### config.mk
export PLATFORM = sky130hd
export DESIGN_NAME = ysyx_22040127_icache_refill_axi
export DESIGN_NICKNAME = d
export VERILOG_FILES = /design/src/rtl/ysyx_22040127_icache_refill_axi_pkg.sv /design/src/rtl/ysyx_22040127_icache_refill_axi.sv
export SDC_FILE = /design/constraint.sdc
export NUM_CORES = 1
export LEC_CHECK = 0
export CAP_MARGIN = 0
export CORE_MARGIN = 2
export CORE_UTILIZATION = 40
export DETAILED_ROUTE_END_ITERATION = 16
export HOLD_SLACK_MARGIN = 0.03
export PLACE_DENSITY = 0.85
export SYNTH_ARGS = -nofsm -noshare
export SYNTH_HDL_FRONTEND = slang
export SYNTH_SLANG_ARGS = --single-unit
### constraint.sdc
create_clock -name clk -period 2.43 [get_ports clk]
set_input_delay 0.3645 -clock clk [delete_from_list [all_inputs] [get_ports clk]]
set_output_delay 0.3645 -clock clk [all_outputs]
set_load 0.05 [all_outputs]
### src/rtl/ysyx_22040127_icache_refill_axi_pkg.sv
// rtl/ysyx_22040127_icache_refill_axi_pkg.sv - shared cache line size and AXI4 read constants
package ysyx_22040127_icache_refill_axi_pkg;

    localparam int         CACHE_DATA_SIZE = 128;
    localparam logic [1:0] AXI_BURST_INCR  = 2'b01;
    localparam logic [2:0] AXI_SIZE_8B     = 3'b011;
    localparam logic [1:0] AXI_RESP_OKAY   = 2'b00;
    localparam logic [7:0] AXI_LEN_2BEAT   = 8'd1;

endpackage

### src/rtl/ysyx_22040127_icache_refill_axi.sv
// rtl/ysyx_22040127_icache_refill_axi.sv - icache line refill over one 2-beat AXI4 INCR read burst
module ysyx_22040127_icache_refill_axi
    import ysyx_22040127_icache_refill_axi_pkg::*;
#(
    parameter logic [3:0] AXI_ID = 4'd0,
    parameter int         LINE_W = CACHE_DATA_SIZE
) (
    input  logic              clk,
    input  logic              rst,
    input  logic [63:0]       req_addr,
    input  logic              req_valid,
    output logic              res_valid,
    output logic [LINE_W-1:0] res_data,
    output logic              res_err,
    output logic              busy,
    output logic [3:0]        arid,
    output logic [31:0]       araddr,
    output logic [7:0]        arlen,
    output logic [2:0]        arsize,
    output logic [1:0]        arburst,
    output logic              arvalid,
    input  logic              arready,
    input  logic              rvalid,
    output logic              rready,
    input  logic [63:0]       rdata,
    input  logic [1:0]        rresp,
    input  logic              rlast,
    input  logic [3:0]        rid,
    output logic [31:0]       miss_cycles
);

    typedef enum logic [2:0] {S_IDLE, S_AR, S_R0, S_R1, S_RESP} state_t;

    state_t            state_q;
    logic [27:0]       addr_q;
    logic [LINE_W-1:0] line_q;
    logic              err_q;
    logic [31:0]       miss_q;
    logic [31:0]       miss_d;
    logic              beat_bad;
    logic              unused_addr_bits;

    assign miss_d   = miss_q + 32'd1;
    assign beat_bad = (rresp != AXI_RESP_OKAY) || (rid != AXI_ID);
    assign unused_addr_bits = ^{req_addr[63:32], req_addr[3:0]};

    always_ff @(posedge clk or negedge rst) begin
        if (!rst) begin
            state_q <= S_IDLE;
            addr_q  <= '0;
            line_q  <= '0;
            err_q   <= 1'b0;
            miss_q  <= '0;
        end else begin
            if (state_q != S_IDLE) begin
                miss_q <= miss_d;
            end
            case (state_q)
                S_IDLE: begin
                    if (req_valid) begin
                        addr_q  <= req_addr[31:4];
                        state_q <= S_AR;
                    end
                end
                S_AR: begin
                    if (arready) state_q <= S_R0;
                end
                S_R0: begin
                    // An early rlast ends the burst here; the upper half keeps its old contents.
                    if (rvalid) begin
                        line_q[63:0] <= rdata;
                        if (beat_bad || rlast) err_q <= 1'b1;
                        state_q <= rlast ? S_RESP : S_R1;
                    end
                end
                S_R1: begin
                    if (rvalid) begin
                        line_q[LINE_W-1:64] <= rdata;
                        if (beat_bad || !rlast) err_q <= 1'b1;
                        state_q <= S_RESP;
                    end
                end
                S_RESP:  state_q <= S_IDLE;
                default: state_q <= S_IDLE;
            endcase
        end
    end

    assign arvalid     = (state_q == S_AR);
    assign rready      = (state_q == S_R0) || (state_q == S_R1);
    assign res_valid   = (state_q == S_RESP);
    assign busy        = (state_q != S_IDLE);
    assign res_data    = line_q;
    assign res_err     = err_q;
    assign miss_cycles = miss_q;
    assign arid        = AXI_ID;
    assign araddr      = {addr_q, 4'h0};
    assign arlen       = AXI_LEN_2BEAT;
    assign arsize      = AXI_SIZE_8B;
    assign arburst     = AXI_BURST_INCR;

endmodule

==> results.ini, run 1 <==
[synth]
seq_area_frac_synth=0.630
synth_top_area_frac=0.630
synthTopCellsByArea=dfrtp_1 63%, mux2_2 21%, buf_4 2.8%, xnor2_1 2.4%, mux2_1 2.4%
synth_top_cell_by_area=dfrtp_1
ys_ff_latch=192
async_reset_ff_frac=1.00
ys_warn_count=0
netlist_area_um2=7630
synth_enable_flop_cells=0
synth.distinct_cells=39
ys.flop_type=dfrtp_1
syn_avg_cell_area_um2=15.3
postSynthCellCount=500

[finish]
fillers=1432
final_common_cell=clkdlybuf4s50_1
register_area_um2=4800
layout-drive-gt1-share=0.235
instances_no_fill=1056
final_nets=950
n_antenna_cell=0
multiInputGateArea_um2=2620
layout_common_cells=291 x clkdlybuf4s50_1, 192 x dfrtp_1, 140 x mux2_2
syn_to_final_growth_pct=49.8

[drt]
drt_wl_total_um=18100
detail_route.wl_per_cell_um=17.1
viasPerCell=4.82
post-route-drc-count=0
vias=5095
drt_iter0_drc=135
antenna_left=0
first_pass_iters=4

[clock_network]
clk_path_buf_depth=2
cts-htree-levels=4
clockRootBuffer=clkbuf_16
cts.sinks=192
numCtsBuffers=17
clk_pin_slew_worst_paths_ns=0.07
clkLatencyLatePin_ns=0.42
cts_tree=done

[floorplan]
start_util=0.408
rows=50
io_pins=354
die-area_um2=20200
die_w_um=142
core_um2=18700
die_h_um=142

[worst_setup_path]
cp.arrival_ns=1.84
crit_family=buffers and inverters
crit_path_cell_trace=nor3_4 -> inv_2 -> dlygate4sd2_1
path_buf_inv=2
startpoint_type=register
critical_path.max_stage_delay_ns=0.47
crit_path_end_kind=primary output
cpMaxStageDelayCell=dfrtp_1
worstSetupPathType=register to primary output
cp.required_ns=2.07
crit_fanout=7

[placed_design]
placed_cells=1023
hpwl_um=13100
place_congestion=0.765
numPortBuffers=296

[grt]
grt_pass1_vias=5442
grt_pass1_wl_um=28500
track_usage=0.180
grt_max_degree=60
antenna_found_initial=0
overflow=0

[timing]
slew_headroom=0.596
fin_crit_ns=2.21
setup_violations=0
tns_ns=0
tightest_slew_ns=0.601
hold_slack_ns=0.466
rsz0062_at_grt=no
drv_slew=0
finalClockSkew_ns=0.00818
fmax_mhz=453
hold_violations=0
fin_crit_sh=0.909

[job]
cap_violations=0

[outcome]
status=completed

[power_and_ir_drop]
p_leak_uw=0.00488
power_density_nw_per_um2=1620
ir_drop_mv=1.02
fin_total_pwr_uw=18500

[hold_path]
hp-class=register to register

[worst register-to-register path: stages, from the launching register on]
cell	delay, ns
dfrtp_1	0.47
nor3_4	0.34
inv_2	0.15
nor2_8	0.39
mux2_2	0.41
[cell usage after synthesis, types with 2 or more instances]
| cell type | instances |
|---|---|
| and2_1 | 2 |
| nand4_1 | 9 |
| nor3_1 | 2 |
| nand3_1 | 9 |
| mux2_1 | 16 |
| nand2_1 | 16 |
| xor2_1 | 11 |
| and4_1 | 2 |
| buf_2 | 7 |
| xnor2_1 | 21 |
| inv_1 | 3 |
| buf_6 | 2 |
| conb_1 | 2 |
| nor3b_1 | 2 |
| mux2_2 | 140 |
| dfrtp_1 | 192 |
| nor2_1 | 14 |
| and3_1 | 2 |
| buf_4 | 28 |
[metrics by stage]
| stage | instance area, um2 | worst slack (ns) | utilization |
|---|---|---|---|
| after floorplan | 7700 | 0.379 | - |
| after global placement | 10800 | 0.380 | 0.580 |
| after detailed placement | 10800 | 0.348 | 0.580 |
| after CTS | 11400 | 0.190 | 0.611 |
| after global routing | 11400 | 0.104 | 0.611 |
| final | 11400 | 0.221 | 0.611 |
[per-layer routing]
layer / GRT usage / vias up / share of wire
li1: - / 2325 / -
met3: 0.0683 / 33 / 0.083
met2: 0.306 / 196 / 0.50
met5: 0 / - / 0
met1: 0.206 / 2541 / 0.39
met4: 0.0737 / 0 / 0.031
[sequential cells by signal (all words and copies together), names as in the netlist]
register and count:
res_err 1, miss_cycles 32, addr_q 28, state_q 3
res_data 128
[cells by family (layout without fill, tap and decap cells)]
logic type / after synthesis / count (layout) / share of synthesized area
multiplexers: 157 / 157 / 0.234
adder cells (fa/ha/maj): 1 / 1 / 0.00164
buffers and inverters: 41 / 344 / 0.0371
other: 2 / 21 / 0.000985
XOR/XNOR: 32 / 32 / 0.0367
AND/OR/NAND/NOR: 72 / 72 / 0.0576
flip-flops: 192 / 192 / 0.630
AO/OA/AOI/OAI: 3 / 3 / 0.00230
[final timing paths]
path / end / depth (start not counted) / from / slack (ns)
setup / recovery: busy / 3 / state_q[1] / 0.22
hold / removal: miss_cycles[31] / 1 / miss_cycles[31] / 0.47
setup reg to reg: addr_q[5] / 4 / state_q[1] / 0.55
hold reg to reg: miss_cycles[31] / 1 / miss_cycles[31] / 0.47
max in group asynchronous: res_data[114] / 3 / rst / 1.27
min in group asynchronous: res_data[25] / 2 / rst / 0.49
[area by class of cell]
cell class | instances | area share
inverter | 4 | 0.00131
timing repair buffer | 308 | 0.273
clock inverter | 15 | 0.0135
tap | 234 | 0.0256
clock buffer | 17 | 0.0372
multi-input combinational | 286 | 0.229
sequential | 192 | 0.421
[power breakdown]
group | leakage, uW | total (uW) | internal (uW) | switching (uW)
registers | 0.00235 | 5350 | 4590 | 760
logic | 0.00224 | 10400 | 3730 | 6680
clock network | 0.000285 | 2750 | 1450 | 1300
total | 0.00488 | 18500 | 9780 | 8740
[timing repair]
action / 4_1_cts / 5_1_grt
endpoints found under the hold margin: 53 / 0
hold buffers: 1 / 0
gates resized for setup: 4 / 0
setup buffers: 0 / 0
endpoints found under the setup margin: 4 / 0
Note: power is estimated with default switching activity, not from simulation.
==> run 2: changes to the inputs <==
--- a/config.mk
+++ b/config.mk
@@ -6,6 +6,7 @@
 export NUM_CORES = 1
 export LEC_CHECK = 0
 export CAP_MARGIN = 0
+export CORE_ASPECT_RATIO = 1.4
 export CORE_MARGIN = 2
 export CORE_UTILIZATION = 40
 export DETAILED_ROUTE_END_ITERATION = 16
==> results.ini, run 2 (synthesized netlist as in run 1, its figures left out) <==
[finish]
instances_no_fill=1062
final_nets=948
multiInputGateArea_um2=2620
largest_register_ffs=128
final_common_cell=clkdlybuf4s50_1
register_area_um2=4800
fillers=1461
syn_to_final_growth_pct=49.7
layout_common_cells=291 x clkdlybuf4s50_1, 192 x dfrtp_1, 140 x mux2_2
n_antenna_cell=0
design_area_um2=11400
layout-drive-gt1-share=0.235

[worst_setup_path]
r2r_start=state_q[1]
cp.arrival_ns=1.77
cp-endpoint=rready
startpoint_type=register
r2r-end=addr_q[21]
worstSetupPathType=register to primary output
r2r_setup_slack_ns=0.53
cp.required_ns=2.07
worstRegToRegCells=4
critPathLaunch=state_q[2]
crit_path_end_kind=primary output
crit_fanout=6

[power_and_ir_drop]
p_sw_uw=8700
seqPwrFrac=0.290
p_leak_uw=0.00486
p_int_uw=9770
combPwrFrac=0.566
p_clk_frac=0.145
power_density_nw_per_um2=1620
ir_drop_mv=1.14
switching_share=0.471

[placed_design]
place_congestion=0.792
place_area_um2=10800
hpwl_um=13700
placed_cells=1031
dpl_worst_slack_ns=0.333
numPortBuffers=296

[grt]
track_usage=0.187
grt_max_degree=75
grt_pass1_wl_um=29100
grt_pass1_vias=5432
overflow=0
antenna_found_initial=1

[timing]
drv_slew=0
rsz0062_at_grt=no
tightest_slew_ns=0.634
slew_headroom=0.574
fin_crit_ns=2.14
finalClockSkew_ns=0.0119
fin_crit_sh=0.879
tns_ns=0
setup_violations=0
setup_slack_ns=0.293
fmax_mhz=468
hold_violations=0
hold_slack_ns=0.469

[floorplan]
core_um2=18700
die-area_um2=20200
die_w_um=121
io_pins=354
rows=59
start_util=0.408
die_h_um=167

[clock_network]
clk_path_buf_depth=2
numCtsBuffers=17
post_cts_buffers=0
clockRootBuffer=clkbuf_16
cts-htree-levels=4
cts.sinks=192
clk_pin_slew_worst_paths_ns=0.07
cts_tree=done
clkLatencyLatePin_ns=0.43

[hold_path]
hold_path.startpoint=miss_cycles[31]
hp-class=register to register

[drt]
vias=5082
drt_iter0_drc=168
first_pass_iters=4
drt_wl_total_um=18500
viasPerCell=4.79
antenna_left=0
detail_route.wl_per_cell_um=17.4
post-route-drc-count=0

[outcome]
status=completed

[job]
cap_violations=0

run 2: critical path, cell delays in order (launching register included):
cell and delay [ns]:
dfrtp_1 0.44, and2b_1 0.33, dlygate4sd2_1 0.58
run 2: final cells by class:
class                           count  share of cell area
Clock inverter                     13              0.0121
Clock buffer                       17              0.0373
Timing Repair Buffer              306               0.272
Inverter                            4             0.00132
Tap cell                          244              0.0267
Multi-Input combinational cell    286               0.229
Sequential cell                   192               0.421
run 2: power groups by stage:
stage | clock (uW) | sequential [uW] | combinational, uW
2_1_floorplan | 0 | 10200 | 2040
3_3_place_gp | 0 | 5330 | 10400
3_5_place_dp | 0 | 5410 | 10500
4_1_cts | 2760 | 5360 | 10500
5_1_grt | 2900 | 5550 | 10800
6_report | 2670 | 5350 | 10400
run 2: how the worst min path moves through the flow:
stage / end / slack (ns) / depth (start not counted)
after floorplan: addr_q[0] / 0.07 / 0
after global placement: res_data[18] / 0.43 / 1
after detailed placement: res_data[14] / 0.44 / 1
after CTS: miss_cycles[31] / 0.48 / 1
after global routing: miss_cycles[31] / 0.49 / 1
final: miss_cycles[31] / 0.47 / 1
run 2: metrics by stage:
step | total power (uW) | util
floorplan | 12200 | -
global placement | 15700 | 0.581
detailed placement | 15900 | 0.581
CTS | 18600 | 0.611
global route | 19300 | 0.611
finish | 18500 | 0.611
run 2: layer usage:
metal  GRT usage  share of wire  up-vias
li1            -              -     2310
met1       0.206           0.38     2540
met2       0.330           0.53      201
met3      0.0616          0.067       29
met4      0.0718          0.027        2
met5           0        0.00060        -
run 2: what timing repair did:
item,4_1_cts,5_1_grt
resized for setup,1,0
setup endpoints to repair,1,0
endpoints found under the hold margin,70,0
hold buffers,1,0
==> run 3: changes to the inputs <==
==> constraint.sdc (replaced) <==
create_clock -name clk -period 2.43 [get_ports clk]
set_input_delay 0.6075 -clock clk [delete_from_list [all_inputs] [get_ports clk]]
set_output_delay 0.6075 -clock clk [all_outputs]
set_load 0.05 [all_outputs]
==> results.ini, run 3 (synthesized netlist as in run 1, its figures left out) <==
[floorplan]
start_util=0.408
die_h_um=167
rows=59
die-area_um2=20200
die_w_um=121
core_um2=18700
io_pins=354

[finish]
multiInputGateArea_um2=2620
fillers=1403
final_nets=952
layout_common_cells=291 x clkdlybuf4s50_1, 192 x dfrtp_1, 140 x mux2_2
layout-drive-gt1-share=0.241
final_common_cell=clkdlybuf4s50_1
register_area_um2=4800
design_area_um2=11500
syn_to_final_growth_pct=50.2
largest_register_ffs=128
n_antenna_cell=0

[drt]
detail_route.wl_per_cell_um=17.9
drt_wl_total_um=19100
vias=5121
post-route-drc-count=0
antenna_left=0
viasPerCell=4.80
drt_iter0_drc=150
first_pass_iters=4

[clock_network]
cts_resized=0
cts_tree=done
cts-htree-levels=4
clockRootBuffer=clkbuf_16
numCtsBuffers=17
cts.sinks=192
clk_pin_slew_worst_paths_ns=0.07
post_cts_buffers=0
clk_path_buf_depth=2
clkLatencyLatePin_ns=0.42
cts_hold_buf=0

[worst_setup_path]
crit_fanout=6
cp-endpoint=miss_cycles[8]
crit_path_end_kind=primary output
critPathLaunch=miss_cycles[8]
cp.arrival_ns=1.77
worstRegToRegCells=4
r2r-end=addr_q[22]
r2r_setup_slack_ns=0.51
path_buf_inv=1
startpoint_type=register
cpMaxStageDelayCell=clkdlybuf4s50_1
crit_path_cell_trace=clkdlybuf4s50_1
critical_path.max_stage_delay_ns=0.87
worstSetupPathDepth=1
crit_family=buffers and inverters
cp.required_ns=1.82
r2r_start=state_q[1]
worstSetupPathType=register to primary output

[timing]
drv_slew=0
hold_slack_ns=0.0947
hold_violations=0
fin_crit_sh=0.979
fmax_mhz=420
finalClockSkew_ns=0.0105
fin_crit_ns=2.38
rsz0062_at_grt=no
setup_slack_ns=0.0505
tightest_slew_ns=0.588
tns_ns=0
setup_violations=0
slew_headroom=0.605

[grt]
grt_pass1_wl_um=30100
grt_pass1_vias=5723
grt_util_met2=0.348
overflow=0
track_usage=0.193
grt_max_degree=70
grtUsageMet3=0.0640
antenna_found_initial=1
top_usage_layer=met2
grt_util_met1=0.207

[placed_design]
dpl_worst_slack_ns=0.280
place_area_um2=10900
place_congestion=0.772
hpwl_um=14400
numPortBuffers=296

[power_and_ir_drop]
ir_drop_mv=1.12
power_density_nw_per_um2=1620
p_leak_uw=0.00488

[hold_path]
hp-class=input port to asynchronous set/reset pin

[job]
cap_violations=0

[outcome]
status=completed

[run 3: through the flow]
stage                     utilization  power [uW]  cells
after CTS                       0.614       18700   1066
after global routing            0.614       19300   1066
after floorplan                     -       12200    519
after detailed placement        0.585       16000   1036
after global placement          0.585       15800   1036
final                           0.614       18500   1066
[run 3: power by group]
group	switching [uW]	internal, uW
logic	6750	3810
clock network	1250	1360
registers	780	4590
total	8770	9760
[run 3: metal layers]
layer | share of wire | vias up
met1 | 0.37 | 2586
li1 | - | 2306
met2 | 0.54 | 194
met4 | 0.026 | 2
met3 | 0.068 | 33
met5 | 0.00058 | -
[run 3: worst min path at each step]
stage                         start         endpoint  slack [ns]
CTS                             rst     res_data[81]        0.09
floorplan                       rst        addr_q[0]        0.31
global placement    miss_cycles[31]  miss_cycles[31]        0.47
global route                    rst     res_data[14]         0.1
detailed placement          res_err          res_err        0.46
finish                          rst     res_data[14]        0.09
[run 3: area by class of cell]
type                    instances  share of cell area
clock buffers                  18              0.0383
clock inverters                12             0.00895
inverters                       4             0.00131
multi-input cells             286               0.229
flip-flops and latches        192               0.419
well taps                     244              0.0266
repair buffers                310               0.277
